`src/rtl/seg_scan_driver.sv`:
```
// Two-digit multiplexed 7-segment driver. BCD digits are captured into shadow
// registers and committed at frame start, then scanned out with blanking gaps.
module seg_scan_driver #(
    parameter int SCAN_DIV  = 50000,
    parameter int BLANK_CYC = 500,
    parameter bit LZ_BLANK  = 1'b1
) (
    input  logic       clk,
    input  logic       rst_n,
    input  logic       load,
    input  logic [3:0] data_0,
    input  logic [3:0] data_1,
    output logic [7:0] seg,
    output logic [1:0] sel,
    output logic       frame_done
);

    localparam int MAX_DWELL = (SCAN_DIV > BLANK_CYC) ? SCAN_DIV : BLANK_CYC;
    localparam int CW        = $clog2(MAX_DWELL);

    localparam logic [CW-1:0] SCAN_LAST  = CW'(SCAN_DIV - 1);
    localparam logic [CW-1:0] BLANK_LAST = CW'(BLANK_CYC - 1);
    localparam logic [7:0]    SEG_OFF    = 8'hFF;

    typedef enum logic [1:0] {
        DIG0   = 2'd0,
        BLANK0 = 2'd1,
        DIG1   = 2'd2,
        BLANK1 = 2'd3
    } state_t;

    state_t        state;
    logic [CW-1:0] cnt;
    logic [3:0]    sh0, sh1;
    logic [3:0]    dp0, dp1;
    logic          dwell_end;

    // Active-low segments {dp,g,f,e,d,c,b,a}; non-decimal codes show a dash.
    function automatic logic [7:0] enc(input logic [3:0] v);
        case (v)
            4'd0:    return 8'hC0;
            4'd1:    return 8'hF9;
            4'd2:    return 8'hA4;
            4'd3:    return 8'hB0;
            4'd4:    return 8'h99;
            4'd5:    return 8'h92;
            4'd6:    return 8'h82;
            4'd7:    return 8'hF8;
            4'd8:    return 8'h80;
            4'd9:    return 8'h90;
            default: return 8'hBF;
        endcase
    endfunction

    always_comb begin
        dwell_end = 1'b0;
        if (state == DIG0 || state == DIG1) dwell_end = (cnt == SCAN_LAST);
        else                                dwell_end = (cnt == BLANK_LAST);
    end

    // NOTE: sequential state uses non-blocking assignments so every register
    // samples pre-edge values regardless of statement order.
    always_ff @(posedge clk or negedge rst_n) begin
        if (!rst_n) begin
            sh0 <= '0;
            sh1 <= '0;
        end else if (load) begin
            sh0 <= data_0;
            sh1 <= data_1;
        end
    end

    // Outputs are registered alongside the state so each phase is glitch-free;
    // the value for the new phase is computed on the edge that enters it.
    always_ff @(posedge clk or negedge rst_n) begin
        if (!rst_n) begin
            state      <= BLANK1;
            cnt        <= '0;
            dp0        <= '0;
            dp1        <= '0;
            seg        <= SEG_OFF;
            sel        <= 2'b11;
            frame_done <= 1'b0;
        end else begin
            frame_done <= 1'b0;
            if (!dwell_end) begin
                cnt <= cnt + CW'(1);
            end else begin
                cnt <= '0;
                case (state)
                    DIG0: begin
                        state <= BLANK0;
                        seg   <= SEG_OFF;
                        sel   <= 2'b11;
                    end
                    BLANK0: begin
                        state <= DIG1;
                        seg   <= (LZ_BLANK && dp1 == 4'd0) ? SEG_OFF : enc(dp1);
                        sel   <= 2'b01;
                    end
                    DIG1: begin
                        state <= BLANK1;
                        seg   <= SEG_OFF;
                        sel   <= 2'b11;
                    end
                    default: begin
                        // Frame start: commit shadows; a load on this same edge
                        // lands in the shadows only and shows next frame.
                        state      <= DIG0;
                        dp0        <= sh0;
                        dp1        <= sh1;
                        seg        <= enc(sh0);
                        sel        <= 2'b10;
                        frame_done <= 1'b1;
                    end
                endcase
            end
        end
    end

endmodule
```
`config.mk`:
```
export PLATFORM = sky130hd
export DESIGN_NAME = seg_scan_driver
export DESIGN_NICKNAME = d
export VERILOG_FILES = /design/src/rtl/seg_scan_driver.sv
export SDC_FILE = /design/constraint.sdc
export NUM_CORES = 1
export LEC_CHECK = 0
export BUFFER_PORTS_ARGS = -buffer_cell sky130_fd_sc_hd__buf_2
export CAP_MARGIN = 20
export CORE_UTILIZATION = 59
export CTS_CLUSTER_SIZE = 30
export DETAILED_ROUTE_END_ITERATION = 16
export HOLD_SLACK_MARGIN = 0.12
export PLACE_DENSITY = 0.79
export SETUP_SLACK_MARGIN = 0.2
export SYNTH_ARGS = -nofsm -noshare
export SYNTH_HDL_FRONTEND = slang
export SYNTH_SLANG_ARGS = --single-unit
```
`constraint.sdc`:
```
create_clock -name clk -period 2.6 [get_ports clk]
set_input_delay 0.26 -clock clk [delete_from_list [all_inputs] [get_ports clk]]
set_output_delay 0.26 -clock clk [all_outputs]
set_load 0.1 [all_outputs]
```
# ---- Yosys cells after proc, flatten, opt, wreduce, memory -nomap -nowiden
# Memories as Yosys holds them, arrays and structs flattened.
# Cells that the tools add are included.
dict set report word_totals {
  reg_bits 41
  rom_bits 224
  output_inout_bits 11
  n_memories 2
  word_cells 30
  mem_bits_rw 0
  latch_bits 0
}
# memory words width rd rd_ports_with_merged_regs wr line_no
set memory_table {}
lappend memory_table {{(name not given)} 16 7 1 0 0 40} ;# case (v)
lappend memory_table {{(name not given)} 16 7 1 0 0 40}
dict set report classes {
  addsub 1
  mux 8
  n_mul 0
  n_lt_le_gt_ge 0
  n_reduce_logical 6
  div_mod_pow 0
  eq_ne 4
  shift 0
  n_bitwise 1
}
# operator count
set op_table {}
lappend op_table {{$add 16x1->16 const B} 1}
lappend op_table {{$eq 16x16->1 const B} 1}
lappend op_table {{$eq 16x9->1 const B} 1}
lappend op_table {{$mux 16} 1}
lappend op_table {{$pmux 8 s2} 1}
lappend op_table {{$mux 8} 1}
lappend op_table {{$pmux 2 s3} 1}
lappend op_table {{$logic_not 4->1} 1}
lappend op_table {{$pmux 2 s2} 1}
lappend op_table {{$mux 1} 3}
lappend op_table {{$reduce_or 3->1} 1}
lappend op_table {{$eq 2x1->1 const B} 1}
lappend op_table {{$eq 2x2->1 const B} 1}
lappend op_table {{$logic_not 2->1} 1}
lappend op_table {{$reduce_and 2->1} 1}
lappend op_table {{$reduce_or 2->1} 1}
lappend op_table {{$logic_or 1x1->1} 1}
lappend op_table {{$not 1->1} 1}

# ---- Depth between registers and ports, before layout
# Gate-level depths: netlist of run 1.
dict set report logic_depth {
  depth_word 4
  depth_mapped 8
  depth_no_buf 7
}

# ---- Least setup slack after synthesis of run 1
# No wires, ideal clock.
dict set report synth_timing {
  path_kind {register to register}
  startpoint {register cnt[0]}
  endpoint {register dp1[2]}
  setup_ns 0.125
  setup_slack_ns 0.408
  arrival_time_ns 2.067
  required_time_ns 2.475
  path_stages_with_launch 8
  period_less_slack_ns 2.192
  path_cell_list {dfrtp_1 > ha_1 > buf_2 > nand4b_1 > or4_1 > or4_4 > nor2_2 > mux2_2}
}
dict set report synth_via {
  elab_chain_cells 3
}
# item line_no
set synth_rtl {}
lappend synth_rtl {{start: declaration} 33} ;# logic [CW-1:0] cnt;
lappend synth_rtl {{start signal: assignment} 87} ;# cnt <= cnt + CW'(1);
lappend synth_rtl {{$eq 16x9->1 or $eq 16x16->1 (tied branches)} {58, 57}}
lappend synth_rtl {{$mux 1 (*)} 57} ;# if (state == DIG0 || state == DIG1) dwell_end = (cnt == SCAN_LAST);
lappend synth_rtl {{$reduce_and 2->1 (no line) (*)} n/a}
lappend synth_rtl {{end signal: assignment} 80} ;# dp1 <= '0;
lappend synth_rtl {{end signal: assignment} 111} ;# dp1 <= sh1;
lappend synth_rtl {{end: declaration} 35} ;# logic [3:0] dp0, dp1;
# Every way passes the cells marked *; elsewhere a longest branch is shown, timed or not.
# A chain may end at the register's enable or synchronous reset.

# ---- Final worst setup path of run 1
# Same ends and word-level chain as after synthesis.

==> results of run 1 <==
-- logic make-up after synthesis --
kind of cell | after synthesis | share of synthesized area (%)
compound gates | 49 | 13.97
xor+xnor | 13 | 4.908
fa+ha+maj | 16 | 8.630
buf+inv | 24 | 4.477
flops | 40 | 43.74
mux | 11 | 5.232
other cells | 1 | 0.1617
simple gates | 81 | 18.88
-- per-layer routing --
metal,vias to the layer above,track usage [%],share of wire [%]
li1,867,-,-
met1,869,36.87,49
met2,44,37.63,46
met3,4,5.986,4.3
met4,0,6.111,0.39
met5,-,0,0
-- worst max-delay path, delay by kind of cell (launching register included) --
kind	cells	cell delay (ns)
and+or+nand+nor	4	1.14
DFF	1	0.42
muxes	1	0.36
adders and majority gates	1	0.29
-- repair_timing --
item | 4_1_cts | 5_1_grt
gates resized for setup | 0 | 1
endpoints found under the hold margin | 4 | 0
hold buffers | 1 | 0
setup endpoints to repair | 0 | 2
-- worst max path at each step --
stage          startpoint      to  slack (ns)  cells after the start
3_5_place_dp       cnt[0]  dp1[2]        0.29                      6
3_3_place_gp       cnt[0]  dp1[2]        0.36                      6
4_1_cts            cnt[0]  dp1[2]        0.25                      6
2_1_floorplan      cnt[0]  dp1[2]        0.41                      7
6_report           cnt[0]  dp1[2]        0.29                      6
5_1_grt            cnt[0]  seg[4]        0.20                      7
-- synthesized netlist by cell type (all sizes together) (4+ instances only) --
master	count	share of area [%]
nand4	5	1.3
mux2	9	4.4
nand3	10	2.2
nand2	16	2.6
a31oi	4	1.1
a21oi	8	1.7
nor4	4	1.7
inv	13	2.1
nor2b	4	1.1
xnor2	6	2.3
dfstp	11	12
a21o	6	1.9
nor2	23	3.8
clkbuf	6	0.97
nor3	6	1.5
dfrtp	29	31
ha	16	8.6
xor2	7	2.6
o21ai	14	3.0
buf	5	1.4
-- power by group through the flow --
| stage | sequential (W) | combinational [W] | clock (W) |
|---|---|---|---|
| after floorplan | 0.000652 | 0.0000594 | 0 |
| after global placement | 0.000661 | 0.0000776 | 0 |
| after detailed placement | 0.000662 | 0.0000830 | 0 |
| after CTS | 0.000651 | 0.0000843 | 0.000395 |
| after global routing | 0.000653 | 0.0000962 | 0.000429 |
| final | 0.000651 | 0.0000832 | 0.000384 |
-- registers in the layout (all words and copies together), names as in the netlist --
register and flops:
frame_done 1, sel 2, cnt 16, sh1 4, dp1 4, sh0 4
seg 7, state 2
-- through the flow --
| stage | hold slack [ns] | utilization, % | area [µm²] | total power [W] | setup WS (ns) |
|---|---|---|---|---|---|
| after CTS | 0.1831 | 68.11 | 2531 | 0.001130 | 0.2479 |
| after floorplan | -0.03559 | - | 2320 | 0.0007117 | 0.4080 |
| after detailed placement | 0.4256 | 65.66 | 2440 | 0.0007448 | 0.2859 |
| final | 0.1832 | 68.18 | 2534 | 0.001119 | 0.2939 |
| after global routing | 0.1811 | 68.18 | 2534 | 0.001178 | 0.1971 |
| after global placement | 0.4123 | 65.66 | 2440 | 0.0007387 | 0.3554 |
-- layout make-up --
cell class                 count  area, µm²
clock buffer                   7      76.32
clock inverter                 1      5.005
fill                         296       1182
inverter                      13      48.80
multi-input combinational    171       1204
sequential                    40       1015
tap                           48      60.06
timing repair buffer          23      125.1
==> run summary, run 1 <==
STATUS
--------------------------------------------------------------------------------------
Status                                                                    finished clean

GLOBAL ROUTE
--------------------------------------------------------------------------------------
Remaining Overflow, GRT                                                              0
Antenna violations before repair                                                     0
Via count of the first global-routing pass                                       1,630
Combined global-route utilization of all metal layers                           25.23%
First-pass GRT wire length                                                    7.990 mm
Pin count of the biggest net entering global routing                                41

LOGIC SYNTHESIS
--------------------------------------------------------------------------------------
Post-Syn Instances                                                                 235
Share of flip-flops with an asynchronous set or reset after synthesis           100.0%
Netlist area before placement                                                 2320 µm²
FF+latch count, synth                                                               40
Post-synthesis cell type count                                                      49
EDFF count, synth                                                                    0
Seq/Total Area, Yosys                                                           43.74%
Net count after synthesis                                                          262
Number of warning messages in the yosys log                                          0
Synth Flop Type                                                                dfrtp_1
Post-Synthesis Mean Instance Area                                            9.871 µm²

FLOORPLAN
--------------------------------------------------------------------------------------
Y dimension of the die                                                        64.71 µm
Die width                                                                     64.71 µm
# rows                                                                              22
# IOs                                                                               22
Effective utilization at floorplan                                              62.42%
Area of the core                                                              3716 µm²
Full die area                                                                 4187 µm²

DRT
--------------------------------------------------------------------------------------
Total routed wirelength                                                       4.594 mm
Routed wirelength normalized by instance count                                15.16 µm
Vias per std cell                                                                5.888
Total vias in the final route                                                    1,784
Post-DRT Antenna Nets                                                                0
Remaining routing DRC violations                                                     0
DR iter-0 viols                                                                    139
Length of the first detailed-routing pass in iterations                              4

POWER
--------------------------------------------------------------------------------------
Fraction of power spent switching nets                                          23.52%
Clock network power share                                                        34.4%
Sw power                                                                   0.0002631 W
Pwr per Cell Area                                                         441.5 nW/µm²
Pleak                                                                         1.119 nW
Internal power component                                                   0.0008554 W
Portion of total power attributed to combinational logic                          7.4%
Peak VDD IR                                                                   277.6 µV
Register share of total power                                                    58.2%

CLOCK NETWORK
--------------------------------------------------------------------------------------
TritonCTS clock tree                                                             built
Count of H-tree levels built during CTS                                              2
Maximum buffer depth of the clock tree                                               2
Clock-pin slew on the worst setup and hold paths                               0.08 ns
Root cell of the clock tree                                                   clkbuf_8
Total clock buffers created by CTS                                                   5
Clock latency reported for the late side of the worst-skew pair                0.29 ns
Post-CTS setup-driven buffer insertion count                                         0
CTS Sinks                                                                           40

FINISH
--------------------------------------------------------------------------------------
Number of nets in the finished design                                              281
Proportion of layout cells with a drive suffix above 1                          22.75%
Commonest cells after routing, fill and taps aside                        29 x dfrtp_1, 22 x nor2_1, 20 x buf_2
Most frequent standard cell in the layout excluding fill and tap cells         dfrtp_1
Number of standard cells in the layout, taps in and fillers out                    303
Growth of design area from synthesis to finish                                  9.223%
Antenna diode instance count                                                         0

HOLD PATH
--------------------------------------------------------------------------------------
Worst hold path cell count                                                           3
End point of the worst hold path                                                sh0[2]
Class of the worst hold path                                                 in -> reg
Startpoint of the worst hold path                                            data_0[2]

STA
--------------------------------------------------------------------------------------
Final Slew Violations                                                                0
Unrepaired setup endpoints after global routing                                     no
Number of setup violations in the final report                                       0
Fin crit period                                                               2.306 ns
Largest clock skew in the final design                                     0.007547 ns
Max-Slew Margin vs Limit                                                        42.16%
Number of hold violations in the final report                                        0
Fin crit share                                                                  88.69%
Transition time of the tightest slew-check pin                               0.8676 ns
Maximum clock frequency                                                      433.6 MHz
Setup TNS Final                                                                   0 ns

CRITICAL PATH
--------------------------------------------------------------------------------------
Kind of end point of the critical path                                            flop
Capturing point of the worst reg2reg path                                       dp1[2]
Peak fanout along the critical path                                                  8
Crit path required time                                                        2.77 ns
Delay of the slowest cell on the worst path                                    0.45 ns
Crit path DAT                                                                  2.48 ns
Cell Chain, Critical Path                                                 ha_2 > nand4b_1 > or4_1 > or4_4 > nor2_2 > mux2_2
R2r setup slk                                                                  0.29 ns
Worst R2R Path Depth                                                                 6
Startpoint of the worst register-to-register path                               cnt[0]
Startpoint types                                                                  flop
Critical path class                                                         reg -> reg
Library cell contributing the largest single delay on the critical path          or4_4

PLACE
--------------------------------------------------------------------------------------
Count of buffers inserted at the top-level ports                                    20
HPWL reported at the end of detailed placement                                3.324 mm
Dpl cells                                                                          294
Routability congestion estimate                                                 0.9101

RUN
--------------------------------------------------------------------------------------
Max-Cap Viols                                                                        0

Power figures use the tool's default switching activity.
==> inputs of run 2 (changes only) <==
- CORE_UTILIZATION: 59 -> 53
- PLACE_DENSITY: 0.79 -> 0.75
- clock period: 2.6 -> 1.9 ns (I/O delays scaled with it)
==> run 2 against run 1 <==
  * Clock-buffer cell count decreased by 1
  * The flow now finishes with violations (negative setup slack)
  * First-iteration DRC count decreased by 36%
  * Worst setup slack got worse by 0.46 ns
  * Die area increased by 11%
  * Cell area increased by 23%
  * Power increased by 42%
  * Combinational power increased by 57%
  * Via count increased by 11%
  * Critical path depth unchanged
==> run summary, run 2 (synthesis results as in run 1) <==
DRT
-------------------------------------------------------------------------------------
DR iter-0 viols                                                                    89
Routed wirelength normalized by instance count                               15.63 µm
Total routed wirelength                                                      5.424 mm
Remaining routing DRC violations                                                    0
Vias per std cell                                                               5.718
Post-DRT Antenna Nets                                                               0
Total vias in the final route                                                   1,984
Length of the first detailed-routing pass in iterations                             4

CLOCK NETWORK
-------------------------------------------------------------------------------------
TritonCTS clock tree                                                            built
Root cell of the clock tree                                                  clkbuf_8
Clock latency reported for the late side of the worst-skew pair               0.30 ns
CTS Sinks                                                                          40
Clock-pin slew on the worst setup and hold paths                              0.08 ns
Maximum buffer depth of the clock tree                                              2
Total clock buffers created by CTS                                                  5
Count of H-tree levels built during CTS                                             2

FLOORPLAN
-------------------------------------------------------------------------------------
# IOs                                                                              22
Y dimension of the die                                                       68.16 µm
Die width                                                                    68.16 µm
Effective utilization at floorplan                                             56.77%
Full die area                                                                4645 µm²
# rows                                                                             23
Area of the core                                                             4086 µm²

STA
-------------------------------------------------------------------------------------
Final Slew Violations                                                               0
Transition time of the tightest slew-check pin                              0.5013 ns
Max-Slew Margin vs Limit                                                       66.58%
Fin crit share                                                                 108.7%
Number of setup violations in the final report                                     10
Largest clock skew in the final design                                     0.01144 ns
Maximum clock frequency                                                     484.1 MHz
Number of hold violations in the final report                                       0
Final-layout worst hold slack                                               0.2407 ns
Fin crit period                                                              2.066 ns
Unrepaired setup endpoints after global routing                                   yes
Minimum setup slack in the final design                                    -0.1657 ns

CRITICAL PATH
-------------------------------------------------------------------------------------
Worst R2R Path Depth                                                                6
Startpoint of the worst register-to-register path                              cnt[0]
Startpoint of the most critical setup path                                     cnt[0]
Crit path DAT                                                                 2.26 ns
Crit path required time                                                       2.09 ns
R2r setup slk                                                                -0.17 ns
Endpoint of the most critical setup path                                       dp1[2]
Peak fanout along the critical path                                                 5
Kind of end point of the critical path                                           flop
Capturing point of the worst reg2reg path                                      dp1[2]
Critical path class                                                        reg -> reg
Startpoint types                                                                 flop

FINISH
-------------------------------------------------------------------------------------
Top Registers                                                            cnt: 16 flops, seg: 7 flops
Growth of design area from synthesis to finish                                 34.03%
Commonest cells after routing, fill and taps aside                       29 x dfrtp_1, 27 x buf_4, 20 x buf_2
Flip-flop count of the largest register after layout                               16
Proportion of layout cells with a drive suffix above 1                         39.73%
Register ranked first by flip-flop count                                          cnt
Antenna diode instance count                                                        0
Most frequent standard cell in the layout excluding fill and tap cells        dfrtp_1
Number of nets in the finished design                                             323
Cell area after layout                                                       3109 µm²

GLOBAL ROUTE
-------------------------------------------------------------------------------------
Met3 usage                                                                     4.333%
First-pass GRT wire length                                                   8.583 mm
Antenna violations before repair                                                    0
Routing layer with the top usage in global route                                 met2
Remaining Overflow, GRT                                                             0
Pin count of the biggest net entering global routing                               22
Via count of the first global-routing pass                                      1,819
Combined global-route utilization of all metal layers                          25.66%
Met2 Use GR                                                                    40.32%
Met1 track demand over resource in global routing                              35.07%

POWER
-------------------------------------------------------------------------------------
Peak VDD IR                                                                  407.5 µV
Fraction of power spent switching nets                                         25.41%
Sw power                                                                  0.0004034 W
Portion of total power attributed to combinational logic                         8.3%
Internal power component                                                   0.001184 W
Pleak                                                                        1.362 nW
Total design power                                                         0.001587 W
Clock network power share                                                       35.7%
Register share of total power                                                   56.1%
Pwr per Cell Area                                                        510.5 nW/µm²

PLACE
-------------------------------------------------------------------------------------
Count of buffers inserted at the top-level ports                                   20
Post-placement cell area                                                     2689 µm²
Routability congestion estimate                                                0.9914
HPWL reported at the end of detailed placement                               3.581 mm

RUN
-------------------------------------------------------------------------------------
Max-Cap Viols                                                                       0

STATUS
-------------------------------------------------------------------------------------
Status                                                                   finished with violations
Failing checks                                                           negative setup slack

HOLD PATH
-------------------------------------------------------------------------------------
Class of the worst hold path                                                in -> reg

[run 2: cell types whose count changed in the layout (fill, tap and decap cells not counted), moves of 3 or more]
cell and change:
o21ai_0 -4, buf_6 +6, mux2_2 -4, nor2_1 -12, mux2_4 +4, nor2_4 +12, dlygate4sd3_1 +8, nor4_1 -3
o21ai_2 +3, buf_12 +3, buf_4 +25
[run 2: worst min-delay path by stage]
stage               start  cells after the start      to
floorplan           rst_n                      0  cnt[0]
global placement    rst_n                      1  sh0[1]
detailed placement  rst_n                      1  sh0[1]
CTS                  load                      3  sh0[1]
global route         load                      2  sh0[2]
finish               load                      3  sh0[1]
[run 2: timing repair]
| action | 4_1_cts | 5_1_grt |
|---|---|---|
| pin swaps | 4 | 4 |
| endpoints found under the hold margin | 25 | 0 |
| setup endpoints to repair | 28 | 29 |
| hold buffers | 9 | 0 |
| gates cloned | 0 | 0 |
| buffers inserted | 2 | 3 |
| gates resized for setup | 17 | 38 |
[run 2: critical path: stages, from the launching register on]
cell,delay [ns]
dfrtp_1,0.35
ha_2,0.19
nand4b_1,0.09
or4_1,0.40
or4_4,0.49
nor2_4,0.14
mux2_4,0.30
[run 2: layout make-up]
class                           count  area [µm²]
Timing Repair Buffer               65       520.5
Fill cell                         269       977.2
Tap cell                           50       62.56
Multi-Input combinational cell    171        1378
Sequential cell                    40        1015
Inverter                           13       48.80
Clock inverter                      2       12.51
Clock buffer                        6       72.57
[run 2: per-layer routing]
metal  routed length [µm]  vias to the layer above
li1                     -                      952
met1                 2414                      961
met2                 2686                       59
met3                  221                       12
met4                  102                        0
met5                    0                        -
[run 2: stage by stage]
stage          setup slack, ns  utilization, %  setup TNS, ns  instances
2_1_floorplan          -0.2525               -        -0.9382        235
3_3_place_gp           -0.1170           65.80        -0.2778        325
3_5_place_dp           -0.1603           65.80        -0.5872        325
4_1_cts                -0.1508           71.92         -1.065        344
5_1_grt                -0.2211           76.09         -1.667        347
6_report               -0.1657           76.09         -1.029        347
[run 2: power by group through the flow]
stage / sequential, W / clock [W] / combinational, W
2_1_floorplan: 0.000893 / 0 / 0.0000812
3_3_place_gp: 0.000904 / 0 / 0.000113
3_5_place_dp: 0.000905 / 0 / 0.000117
4_1_cts: 0.000889 / 0.000579 / 0.000131
5_1_grt: 0.000893 / 0.000603 / 0.000148
6_report: 0.000890 / 0.000566 / 0.000131
==> inputs of run 3 (changes only) <==
- CORE_UTILIZATION: 53 -> 55
- CTS_BUF_LIST: default -> sky130_fd_sc_hd__clkbuf_8
- PLACE_DENSITY: 0.75 -> 0.78
==> run 3 against run 2 <==
  * The run still ends with negative setup slack left
  * Sequential power about the same
  * Clock power up 23%
  * Worst setup slack worse by 0.062 ns
  * Flip-flop and latch count unchanged
  * Fmax down 2.9%
  * Register-to-register slack worse by 0.06 ns
  * Via count down 1.7%
  * Cell area down 2.6%
  * Critical path depth up 1
  * Utilization down 0.93 points
  * Critical path type unchanged
==> run summary, run 3 (synthesis results as in run 1) <==
FINISH
--------------------------------------------------------------------------------------
Flip-flop count of the largest register after layout                                16
Antenna diode instance count                                                         0
Register ranked first by flip-flop count                                           cnt
Area taken by multi-input logic gates                                         1356 µm²
Most frequent standard cell in the layout excluding fill and tap cells         dfrtp_1
Commonest cells after routing, fill and taps aside                        29 x dfrtp_1, 23 x buf_4, 20 x buf_2
Flip-flop and latch area                                                      1015 µm²
Number of nets in the finished design                                              314
Share of the core filled with cells in the final layout                         75.16%
Proportion of layout cells with a drive suffix above 1                          39.24%
FILL cells                                                                         274
Growth of design area from synthesis to finish                                  30.53%
Top Registers                                                             cnt: 16 flops, seg: 7 flops

FLOORPLAN
--------------------------------------------------------------------------------------
Effective utilization at floorplan                                              57.58%
Area of the core                                                              4029 µm²
Full die area                                                                 4482 µm²
Y dimension of the die                                                        66.95 µm
# IOs                                                                               22
# rows                                                                              23
Die width                                                                     66.95 µm

GLOBAL ROUTE
--------------------------------------------------------------------------------------
Pin count of the biggest net entering global routing                                41
Combined global-route utilization of all metal layers                           26.40%
Remaining Overflow, GRT                                                              0
Via count of the first global-routing pass                                       1,890
Antenna violations before repair                                                     0
First-pass GRT wire length                                                    8.673 mm

STA
--------------------------------------------------------------------------------------
Number of hold violations in the final report                                        0
Final-layout worst hold slack                                                0.1338 ns
Maximum clock frequency                                                      469.9 MHz
Final Slew Violations                                                                0
Fin crit period                                                               2.128 ns
Fin crit share                                                                  112.0%
Number of setup violations in the final report                                      10
Minimum setup slack in the final design                                     -0.2281 ns
Largest clock skew in the final design                                     0.008135 ns
Unrepaired setup endpoints after global routing                                    yes

DRT
--------------------------------------------------------------------------------------
Vias per std cell                                                                5.772
Routed wirelength normalized by instance count                                15.99 µm
Length of the first detailed-routing pass in iterations                              4
Remaining routing DRC violations                                                     0
Total vias in the final route                                                    1,951
Total routed wirelength                                                       5.403 mm
DR iter-0 viols                                                                    209
Post-DRT Antenna Nets                                                                0

CRITICAL PATH
--------------------------------------------------------------------------------------
Cell family with the largest share of critical-path delay                 simple AND/OR/NAND/NOR gates
Crit path DAT                                                                  2.37 ns
Delay of the slowest cell on the worst path                                    0.47 ns
Critical path class                                                         reg -> reg
Kind of end point of the critical path                                            flop
Crit path required time                                                        2.14 ns
Cell Chain, Critical Path                                                 ha_2 > nand4b_1 > or4_1 > or4_4 > buf_6 > a221oi_1 > a21o_1
Startpoint types                                                                  flop
Library cell contributing the largest single delay on the critical path          or4_4
Number of buffer and inverter instances along the worst setup path                   1
Peak fanout along the critical path                                                 12

STATUS
--------------------------------------------------------------------------------------
Status                                                                    finished with violations
Failing checks                                                            negative setup slack

CLOCK NETWORK
--------------------------------------------------------------------------------------
Clock latency reported for the late side of the worst-skew pair                0.29 ns
Total clock buffers created by CTS                                                   5
Root cell of the clock tree                                                   clkbuf_8
Maximum buffer depth of the clock tree                                               2
Count of H-tree levels built during CTS                                              2
TritonCTS clock tree                                                             built
CTS Sinks                                                                           40
Clock-pin slew on the worst setup and hold paths                               0.08 ns

POWER
--------------------------------------------------------------------------------------
Total design power                                                          0.001710 W
Pleak                                                                         1.330 nW
Pwr per Cell Area                                                         564.7 nW/µm²
Peak VDD IR                                                                   368.6 µV

PLACE
--------------------------------------------------------------------------------------
Count of buffers inserted at the top-level ports                                    20
Routability congestion estimate                                                 0.8235
HPWL reported at the end of detailed placement                                3.724 mm

RUN
--------------------------------------------------------------------------------------
Max-Cap Viols                                                                        0

HOLD PATH
--------------------------------------------------------------------------------------
Class of the worst hold path                                                 in -> reg

run 3: cell types whose count changed in the layout (fill, tap and decap cells not counted), sizes merged:
cell,previous run,this run
dlygate4sd3,9,5
buf,56,51
bufinv,0,1
clkbuf,6,5
run 3: report_power, final:
part / total, W / internal, W / switching [W] / leakage [nW]
clock: 0.000695 / 0.000389 / 0.000306 / 0.0541
sequential: 0.000890 / 0.000868 / 0.0000216 / 0.487
combinational: 0.000125 / 0.0000539 / 0.0000710 / 0.789
total: 0.00171 / 0.00131 / 0.000399 / 1.33
run 3: cell type report:
cell class,instances,area share (%)
sequential,40,33.51
clock inverter,3,1.405
multi-input combinational,171,44.79
inverter,13,1.612
clock buffer,5,2.273
tap,50,2.066
timing repair buffer,56,14.34
run 3: worst paths after layout:
path	to	slack, ns	startpoint	cells past startpoint
min in group asynchronous	sh0[0]	0.39	rst_n	3
worst min-delay path	sh1[3]	0.13	data_1[3]	2
worst max register to register	seg[4]	-0.23	cnt[0]	7
worst min register to register	seg[2]	0.51	seg[2]	1
worst max-delay path	seg[4]	-0.23	cnt[0]	7
max in group asynchronous	seg[0]	1.26	rst_n	3
run 3: metrics by stage:
stage,setup TNS (ns),std cells,setup slack (ns),cell area [µm²]
CTS,-1.071,337,-0.1674,2923
floorplan,-0.9382,235,-0.2525,2352
finish,-1.703,338,-0.2281,3028
global placement,-0.3852,322,-0.1063,2666
global route,-2.743,338,-0.3066,3028
detailed placement,-0.9363,322,-0.1770,2666
run 3: routing by layer:
metal	routed length, µm	track usage, %	part of all wire, %	vias to the layer above
met5	0	0	0	-
met4	34	5.585	0.63	0
met3	274	5.651	5.1	6
met2	2799	45.45	52	67
met1	2294	33.69	42	946
li1	-	-	-	932
run 3: worst register-to-register path: cells and delay by family, from the launching register on:
kind	cells	cell delay (ns)
and+or+nand+nor	3	1.02
adders and majority gates	1	0.20
AOI/OAI and AO/OA	2	0.33
DFF	1	0.37
buffers and inverters	1	0.17
run 3: what timing repair did:
action,4_1_cts,5_1_grt
setup buffers,3,0
endpoints found under the hold margin,43,1
pin swaps,6,2
setup endpoints to repair,26,29
hold buffers,4,1
gates resized for setup,27,22
